==> src/rtl/uart_pkg.sv <==
// Shared UART types: parity-mode and transmitter state enums, plus parity helpers.
package uart_pkg;

  localparam int MAX_DATA_BITS = 9;

  typedef enum logic [1:0] {
    PAR_NONE     = 2'b00,
    PAR_EVEN     = 2'b01,
    PAR_ODD      = 2'b10,
    PAR_NONE_ALT = 2'b11
  } parity_e;

  typedef enum logic [2:0] {
    IDLE   = 3'd0,
    START  = 3'd1,
    DATA   = 3'd2,
    PARITY = 3'd3,
    STOP1  = 3'd4,
    STOP2  = 3'd5
  } tx_state_e;

  function automatic logic parity_used(parity_e mode);
    return (mode == PAR_EVEN) || (mode == PAR_ODD);
  endfunction

  // Zero-extension of narrower words leaves the XOR unchanged.
  function automatic logic parity_bit(parity_e mode, logic [MAX_DATA_BITS-1:0] data);
    return (^data) ^ (mode == PAR_ODD);
  endfunction

endpackage

==> src/rtl/uart_sync_fifo.sv <==
// Single-clock FIFO with occupancy count; pointers wrap naturally at a power-of-two depth.
module uart_sync_fifo #(
  parameter int WIDTH = 8,
  parameter int DEPTH = 8
) (
  input  logic                     clk,
  input  logic                     rst,
  input  logic                     push_i,
  input  logic [WIDTH-1:0]         push_data_i,
  input  logic                     pop_i,
  output logic [WIDTH-1:0]         pop_data_o,
  output logic                     full_o,
  output logic                     empty_o,
  output logic [$clog2(DEPTH):0]   level_o
);

  localparam int AW = $clog2(DEPTH);
  localparam int LW = AW + 1;

  logic [WIDTH-1:0] mem_q [DEPTH];
  logic [AW-1:0]    wr_ptr_q, wr_ptr_d;
  logic [AW-1:0]    rd_ptr_q, rd_ptr_d;
  logic [LW-1:0]    level_q, level_d;
  logic             do_push, do_pop;

  assign full_o     = (level_q == LW'(DEPTH));
  assign empty_o    = (level_q == '0);
  assign level_o    = level_q;
  assign pop_data_o = mem_q[rd_ptr_q];

  // Requests against a full (push) or empty (pop) FIFO are silently dropped.
  assign do_push = push_i && !full_o;
  assign do_pop  = pop_i && !empty_o;

  always_comb begin
    wr_ptr_d = wr_ptr_q;
    rd_ptr_d = rd_ptr_q;
    level_d  = level_q;
    if (do_push) wr_ptr_d = wr_ptr_q + AW'(1);
    if (do_pop)  rd_ptr_d = rd_ptr_q + AW'(1);
    case ({do_push, do_pop})
      2'b10:   level_d = level_q + LW'(1);
      2'b01:   level_d = level_q - LW'(1);
      default: level_d = level_q;
    endcase
  end

  always_ff @(posedge clk or posedge rst) begin
    if (rst) begin
      wr_ptr_q <= '0;
      rd_ptr_q <= '0;
      level_q  <= '0;
    end else begin
      wr_ptr_q <= wr_ptr_d;
      rd_ptr_q <= rd_ptr_d;
      level_q  <= level_d;
    end
  end

  always_ff @(posedge clk) begin
    if (do_push) mem_q[wr_ptr_q] <= push_data_i;
  end

endmodule

==> src/rtl/uart_tx_cfg.sv <==
// UART transmitter with buffered input and per-frame parity / stop-bit configuration.
module uart_tx_cfg import uart_pkg::*; #(
  parameter int DATA_BITS  = 8,
  parameter int FIFO_DEPTH = 8
) (
  input  logic                          clk,
  input  logic                          rst,
  input  logic                          baud_tick,
  input  logic [1:0]                    parity_mode,
  input  logic                          stop2,
  input  logic                          in_valid,
  input  logic [DATA_BITS-1:0]          in_data,
  output logic                          in_ready,
  output logic                          tx,
  output logic                          tx_busy,
  output logic                          frame_done,
  output logic [$clog2(FIFO_DEPTH):0]   fifo_level
);

  localparam int CW = $clog2(DATA_BITS);

  tx_state_e              state_q, state_d;
  logic [DATA_BITS-1:0]   shift_q, shift_d;
  logic [CW-1:0]          cnt_q, cnt_d;
  logic                   tx_q, tx_d;
  logic                   par_en_q, par_en_d;
  logic                   par_bit_q, par_bit_d;
  logic                   stop2_q, stop2_d;
  logic                   done_q, done_d;

  logic                   fifo_pop, fifo_full, fifo_empty;
  logic [DATA_BITS-1:0]   fifo_rdata;
  logic                   load_frame, end_frame;
  parity_e                mode_in;

  // Write handshake: a word is taken on every clk edge where in_valid && in_ready;
  // in_valid while in_ready is low is ignored and in_data need not be held.
  assign in_ready = !fifo_full;

  uart_sync_fifo #(
    .WIDTH (DATA_BITS),
    .DEPTH (FIFO_DEPTH)
  ) u_fifo (
    .clk         (clk),
    .rst         (rst),
    .push_i      (in_valid),
    .push_data_i (in_data),
    .pop_i       (fifo_pop),
    .pop_data_o  (fifo_rdata),
    .full_o      (fifo_full),
    .empty_o     (fifo_empty),
    .level_o     (fifo_level)
  );

  assign mode_in    = parity_e'(parity_mode);
  assign tx         = tx_q;
  assign tx_busy    = (state_q != IDLE);
  assign frame_done = done_q;

  // tx_q always holds the level of the bit period that begins on the current tick.
  always_comb begin
    state_d    = state_q;
    shift_d    = shift_q;
    cnt_d      = cnt_q;
    tx_d       = tx_q;
    par_en_d   = par_en_q;
    par_bit_d  = par_bit_q;
    stop2_d    = stop2_q;
    done_d     = 1'b0;
    fifo_pop   = 1'b0;
    load_frame = 1'b0;
    end_frame  = 1'b0;

    if (baud_tick) begin
      case (state_q)
        IDLE: load_frame = !fifo_empty;
        START: begin
          state_d = DATA;
          tx_d    = shift_q[0];
          shift_d = shift_q >> 1;
          cnt_d   = '0;
        end
        DATA: begin
          if (cnt_q == CW'(DATA_BITS - 1)) begin
            if (par_en_q) begin
              state_d = PARITY;
              tx_d    = par_bit_q;
            end else begin
              state_d = STOP1;
              tx_d    = 1'b1;
            end
          end else begin
            cnt_d   = cnt_q + CW'(1);
            tx_d    = shift_q[0];
            shift_d = shift_q >> 1;
          end
        end
        PARITY: begin
          state_d = STOP1;
          tx_d    = 1'b1;
        end
        STOP1: begin
          if (stop2_q) begin
            state_d = STOP2;
            tx_d    = 1'b1;
          end else begin
            end_frame = 1'b1;
          end
        end
        STOP2: end_frame = 1'b1;
        default: begin
          state_d = IDLE;
          tx_d    = 1'b1;
        end
      endcase
    end

    // The tick closing a frame may open the next one directly, with no idle bit.
    if (end_frame) begin
      done_d     = 1'b1;
      state_d    = IDLE;
      tx_d       = 1'b1;
      load_frame = !fifo_empty;
    end

    if (load_frame) begin
      fifo_pop  = 1'b1;
      shift_d   = fifo_rdata;
      par_en_d  = parity_used(mode_in);
      par_bit_d = parity_bit(mode_in, MAX_DATA_BITS'(fifo_rdata));
      stop2_d   = stop2;
      tx_d      = 1'b0;
      state_d   = START;
    end
  end

  always_ff @(posedge clk or posedge rst) begin
    if (rst) begin
      state_q   <= IDLE;
      shift_q   <= '0;
      cnt_q     <= '0;
      tx_q      <= 1'b1;
      par_en_q  <= 1'b0;
      par_bit_q <= 1'b0;
      stop2_q   <= 1'b0;
      done_q    <= 1'b0;
    end else begin
      state_q   <= state_d;
      shift_q   <= shift_d;
      cnt_q     <= cnt_d;
      tx_q      <= tx_d;
      par_en_q  <= par_en_d;
      par_bit_q <= par_bit_d;
      stop2_q   <= stop2_d;
      done_q    <= done_d;
    end
  end

endmodule

==> config.mk <==
export PLATFORM = sky130hd
export DESIGN_NAME = uart_tx_cfg
export DESIGN_NICKNAME = d
export VERILOG_FILES = /design/src/rtl/uart_pkg.sv /design/src/rtl/uart_sync_fifo.sv /design/src/rtl/uart_tx_cfg.sv
export SDC_FILE = /design/constraint.sdc
export NUM_CORES = 1
export LEC_CHECK = 0
export CORE_MARGIN = 10
export CORE_UTILIZATION = 44
export CTS_BUF_LIST = sky130_fd_sc_hd__clkbuf_8
export CTS_CLUSTER_SIZE = 8
export DETAILED_ROUTE_END_ITERATION = 8
export HOLD_SLACK_MARGIN = 0.06
export PLACE_DENSITY = 0.66
export SYNTH_ARGS = -nofsm -noshare
export SYNTH_HDL_FRONTEND = slang
export SYNTH_SLANG_ARGS = --single-unit
==> constraint.sdc <==
create_clock -name clk -period 8 [get_ports clk]
set_input_delay 1.6 -clock clk [delete_from_list [all_inputs] [get_ports clk]]
set_output_delay 1.6 -clock clk [all_outputs]
set_load 0.02 [all_outputs]
Word level (Yosys, flattened, before mapping)
Memory sizes are Yosys's and may differ from the RTL's.
Cells that the tools add are included.

cells by class
  multiplexer cells = 31
  add/sub/neg operators = 5
  eq/ne operators = 16
  bitwise gates (word level) = 1
  reductions and logical operators = 19

operator list
  cell                                                                 count
  8-bit two-way mux                                                    3
  3-bit two-way mux                                                    7
  8-bit case mux with 2 select lines                                   1
  1-bit two-way mux                                                    15
  3-bit case mux with 5 select lines                                   1
  3-bit by 1-bit adder with 3-bit output (second input constant)       3
  3-bit == test (second input constant)                                3
  3-bit AND reduction                                                  3
  3-bit nonzero test                                                   3
  9-bit parity                                                         1
  4-bit != test (second input constant)                                2
  4-bit case mux with 2 select lines                                   1
  3-bit by 2-bit == test with 1-bit output (second input constant)     2
  3-bit case mux with 2 select lines                                   1
  2-bit nonzero test                                                   3
  4-bit by 1-bit adder with 4-bit output (second input constant)       1
  2-bit by 1-bit == test with 1-bit output (second input constant)     2
  2-bit == test (second input constant)                                2
  4-bit == test (second input constant)                                1
  4-bit zero test                                                      1
  1-bit case mux with 4 select lines                                   1
  4-bit AND reduction                                                  1
  4-bit by 1-bit subtractor with 4-bit output (second input constant)  1
  3-bit by 1-bit == test with 1-bit output (second input constant)     1
  other kinds (10)                                                     12

word-level totals
  register bits after elaboration = 29
  output and inout bits = 8
  word-level logic and storage cells = 84
  memories kept = 1
  memory bits (writable) = 64
  input bits = 15

memory list
  name          depth  width  rd ports  clocked after memory_dff  wr ports  RTL line              source
  u_fifo.mem_q  8      8      1         0                         1         uart_sync_fifo.sv:20  logic [WIDTH-1:0] mem_q [DEPTH];

Logic depth before layout (Yosys ltp)
  word-level depth = 9
  gate-level depth with buffers = 12
  depth with buffers taken out = 10

Hierarchy
Synthesis repeated with hierarchy kept, for this count alone.

second synthesis, totals
  cells, all modules = 271
  area total of the unflattened synthesis = 4287.9 um^2

modules (own cells, without submodules)
  module          area each (um^2)  seq. area each (um^2)  times used  cells each
  uart_sync_fifo  3135.5            2172.1                 1           161
  uart_tx_cfg     1152.4            476.7                  1           110

Worst setup path after synthesis
Ideal clock, no wire load.

  path kind = input to register
  start = in baud_tick
  end = reg u_fifo.level_q[2], in the netlist u_fifo.level_o[2]
  required time = 7866 ps
  setup time = 134 ps
  stages on the path = 9
  slack = 4468 ps
  arrival = 3398 ps
  buffers on the path = 1
  path through = nor4bb_1 -> clkbuf_1 -> ha_1 -> xor2_1 -> ha_1 -> a21oi_1 -> xor2_1 -> nor2_1 -> xor2_1

between the ends
  cells in the longest elaborated chain, start to end = 6
  elaborated cells between the ends (all ways) = 9
  classes of those cells = 2 x eq/ne; 5 x mux; 2 x reduce/logical

ends and longest elaborated chain
  element                                                                           RTL line              source
  start, declared                                                                   uart_tx_cfg.sv:8      input logic baud_tick,
  1-bit two-way mux                                                                 uart_tx_cfg.sv:74     if (baud_tick) begin
  1-bit two-way mux (*)                                                             uart_tx_cfg.sv:119    if (end_frame) begin
  1-bit two-way mux (*)                                                             uart_tx_cfg.sv:126    if (load_frame) begin
  1-bit logical AND (*)                                                             uart_sync_fifo.sv:33  assign do_pop = pop_i && !empty_o;
  named net u_fifo.do_pop                                                           uart_sync_fifo.sv:24  logic do_push, do_pop;
  2-bit by 1-bit == test with 1-bit output / 2-bit == test (equally long branches)  uart_sync_fifo.sv:41  case ({do_push, do_pop})
  4-bit case mux with 2 select lines / 2-bit nonzero test (equally long branches)   n/a
  end signal, assigned                                                              uart_sync_fifo.sv:56  level_q <= level_d;
  end, declared                                                                     uart_sync_fifo.sv:23  logic [LW-1:0] level_q, level_d;

The timed path passes the listed nets; every way through them passes the cells marked *.
A chain may end at the register's enable or synchronous reset.

Final worst setup path
  start = in baud_tick
  end = reg u_fifo.level_q[2], in the netlist u_fifo.level_o[2]

between the ends
  cells in the longest elaborated chain, start to end = 6
  elaborated cells between the ends (all ways) = 9
  classes of those cells = 2 x eq/ne; 5 x mux; 2 x reduce/logical

ends and longest elaborated chain
  element                                                                           RTL line
  1-bit two-way mux                                                                 uart_tx_cfg.sv:74
  1-bit two-way mux (*)                                                             uart_tx_cfg.sv:119
  1-bit two-way mux (*)                                                             uart_tx_cfg.sv:126
  1-bit logical AND (*)                                                             uart_sync_fifo.sv:33
  2-bit by 1-bit == test with 1-bit output / 2-bit == test (equally long branches)  uart_sync_fifo.sv:41
  4-bit case mux with 2 select lines / 2-bit nonzero test (equally long branches)   n/a

Mark *: on every way between the ends. The rest lies on a longest branch, timed or not.

==> results.tsv <==
stage	metric	value	unit
global_routing	antenna_found_initial	0	
clock_tree	post_cts_resized	0	
setup_path	path_max_fanout	23	
clock_tree	cts_tree	yes	
setup_path	max_stage_delay	0.58	ns
setup_path	path_depth	10	
timing	worst_pin_slew	1.01	ns
drt	via_per_inst	5.41	
power_and_ir_drop	cellPowerDensity	370	nW/um^2
drt	route.final.wire_length	6760	um
global_routing	grt_max_degree	30	
synth	synth-seq-cells	93	
timing	period_minus_slack	3.63	ns
setup_path	r2r-start	u_fifo.rd_ptr_q[0]	
timing	setup_tns	0	ns
timing	finalHoldViolCount	0	
synth	synthTopCellsByArea	edfxtp_1 47%, dfrtp_1 17%, mux4_1 9.7%	
setup_path	crit_path_end_kind	flip-flop	
global_routing	track_usage	10.8	%
clock_tree	clock_path_buffers	2	
die	start_util	44.6	%
synth	synthCells	243	
setup_path	ff2ff_path_depth	6	
synth	synth_top_area_share	47.1	%
global_routing	grt_first_pass_wirelength	11300	um
timing	rsz0062_at_grt	no	
clock_tree	ctsHoldBuffers	0	
drt	drtIter0Drc	85	
drt	route.detailed.drc	0	
min_path	min_path_type	reg -> reg	
timing	fmax	0.276	GHz
synth	yosysWarnings	0	
timing	slew_violations	0	
synth	yosysMostFrequentCell	edfxtp_1	
synth	ys_seq_area_share	64.9	%
synth	syn_avg_cell_area	16.8	sq um
setup_path	crit_type	in -> reg	
power_and_ir_drop	leakage	0.00173	uW
synth	async_flop_share	31.2	%
place	dp.cells	373	
drt	drtPass1Iterations	4	
finish	fin_cells	389	
synth	synth_common_cells	64 x edfxtp_1, 28 x dfrtp_1, 16 x mux2i_1	
timing	post-route-period-util	45.3	%
die	die_h	116	um
setup_path	rrSetupSlack	4.89	ns
place	routabilityCongestion	0.779	
finish	area_growth	13.5	%
synth	yosysUniqueCellTypes	44	
drt	avgRoutedWirePerCell	17.4	um
timing	fin_skew	0.0122	ns
finish	antenna_cells	0	
finish	fill_cells	734	
place	post-dp-hpwl	4380	um
global_routing	grt_pass1_vias	2134	
synth	synth_area_leader_cell	edfxtp_1	
setup_path	cp_cell_sequence	clkdlybuf4s50_1 -> nor4bb_4 -> buf_4 -> ha_1 -> xor2_1 -> ha_1 -> a21oi_1 -> xor2_1 -> nor2_1 -> xor2_1	
drt	num_vias	2104	
die	die_area	13500	sq um
outcome	status	finished, final reports clean	
die	coreArea	9150	sq um
setup_path	path_buf_inv	2	
timing	setup_viol	0	
synth	synthesis.area	4080	sq um
setup_path	path_delay_family	buffers and inverters	
die	die_width	116	um
finish	drive_above_1_share	13.7	%
clock_tree	htree_levels	3	
setup_path	reg2reg_to	par_bit_q	
setup_path	startpoint	baud_tick	
drt	drt.antenna.violating_nets	0	
clock_tree	post_cts_buffers	0	
setup_path	worst_path_max_delay_cell	clkdlybuf4s50_1	
power_and_ir_drop	finalPower	1710	uW
finish	fin_nets	296	
setup_path	cpMostUsedCell	xor2_1	
global_routing	grt-ovfl-total	0	
clock_tree	clock-sinks	93	
place	port_buffers	22	
synth	synthFlopType	edfxtp_1	
die	rows	35	
clock_tree	clkTransAtPathRegs	0.10	ns
synth	synth_edf_count	64	
clock_tree	clock_latency	0.36	ns
timing	maxSlewHeadroom	32.7	%
clock_tree	cts_buffers	9	
synth	mappedNetlistNets	266	
job	cap_violations	0	
setup_path	cp-start-kind	primary input	
power_and_ir_drop	irDropWorstVdd	0.000126	V
clock_tree	cts_root_buf	clkbuf_8	
setup_path	cp.arrival	3.88	ns
die	ios	23	
setup_path	cp-endpoint	u_fifo.level_o[2]	
setup_path	required	8.25	ns
-- worst min-delay path, delay by kind of cell, from the launching register on --
family / cells / cell delay [ns]
DFF: 1 / 0.38
and+or+nand+nor: 1 / 0.05
AOI/OAI and AO/OA: 1 / 0.06
-- cell usage in the layout (no fill, tap or decap), types with 2 or more instances in the layout --
cell type and count:
clkdlybuf4s50_1 22, a32o_1 2, a211oi_1 2, xor2_1 6, nand3_1 3, inv_1 4, o21ai_0 7, inv_6 2
clkbuf_8 9, xnor2_1 8, mux4_1 15, mux2_2 7, dfrtp_1 28, clkinv_4 2, nor2_1 10, a21oi_1 5
mux2i_1 16, buf_4 7, edfxtp_1 64, inv_8 2, ha_1 8, nand2_1 14, nand2b_1 5, nor3_1 6
-- sequential cells by signal, indices dropped and copies added (netlist names) --
name             flops
u_fifo.mem_q        64
shift_q              8
u_fifo.level_o       4
cnt_q                3
state_q              3
u_fifo.rd_ptr_q      3
u_fifo.wr_ptr_q      3
frame_done           1
par_bit_q            1
par_en_q             1
stop2_q              1
tx                   1
-- worst min-delay path by stage --
stage	start	endpoint	slack, ns	cells past startpoint
after CTS	tx	tx	0.48	2
after global placement	tx	tx	0.46	2
after floorplan	cnt_q[0]	cnt_q[0]	0.46	1
final	tx	tx	0.48	2
after detailed placement	tx	tx	0.47	2
after global routing	tx	tx	0.49	2
-- metrics by stage --
step                worst slack, ns  hold slack [ns]  instance area, sq um  utilization, %
floorplan                      4.47            0.463                  4080               -
global placement               4.01            0.464                  4440            48.5
detailed placement             3.99            0.466                  4440            48.5
CTS                            4.37            0.480                  4630            50.6
global route                   4.10            0.493                  4630            50.6
finish                         4.37            0.478                  4630            50.6
-- logic make-up after synthesis --
| kind of cell | after synthesis | share of synthesized area [%] |
|---|---|---|
| fa+ha+maj | 8 | 2.45 |
| simple gates | 48 | 6.01 |
| mux | 41 | 17.0 |
| flops | 93 | 64.9 |
| buf+inv | 14 | 1.96 |
| compound gates | 23 | 3.71 |
| xor+xnor | 16 | 3.96 |
-- layout make-up --
type                            count  area [sq um]  share of cell area, %
Multi-Input combinational cell    136          1370                   29.5
Clock buffer                        9           124                   2.67
Sequential cell                    93          2650                   57.2
Inverter                            4          15.0                  0.324
Clock inverter                      7          65.1                   1.41
Tap cell                          111           139                   3.00
Timing Repair Buffer               29           273                   5.89
-- power by group --
group / switching, uW / internal (uW) / leakage (uW)
registers: 132 / 639 / 0.000933
clock network: 177 / 121 / 0.0000943
logic: 280 / 365 / 0.000708
-- per-layer routing --
metal / GRT usage (%) / share of wire, % / vias up
li1: - / - / 1003
met1: 14.2 / 47 / 1062
met2: 16.8 / 47 / 29
met3: 2.57 / 3.9 / 10
met4: 4.75 / 1.8 / 0
met5: 0 / 0 / -
(Power assumes the default switching activity.)
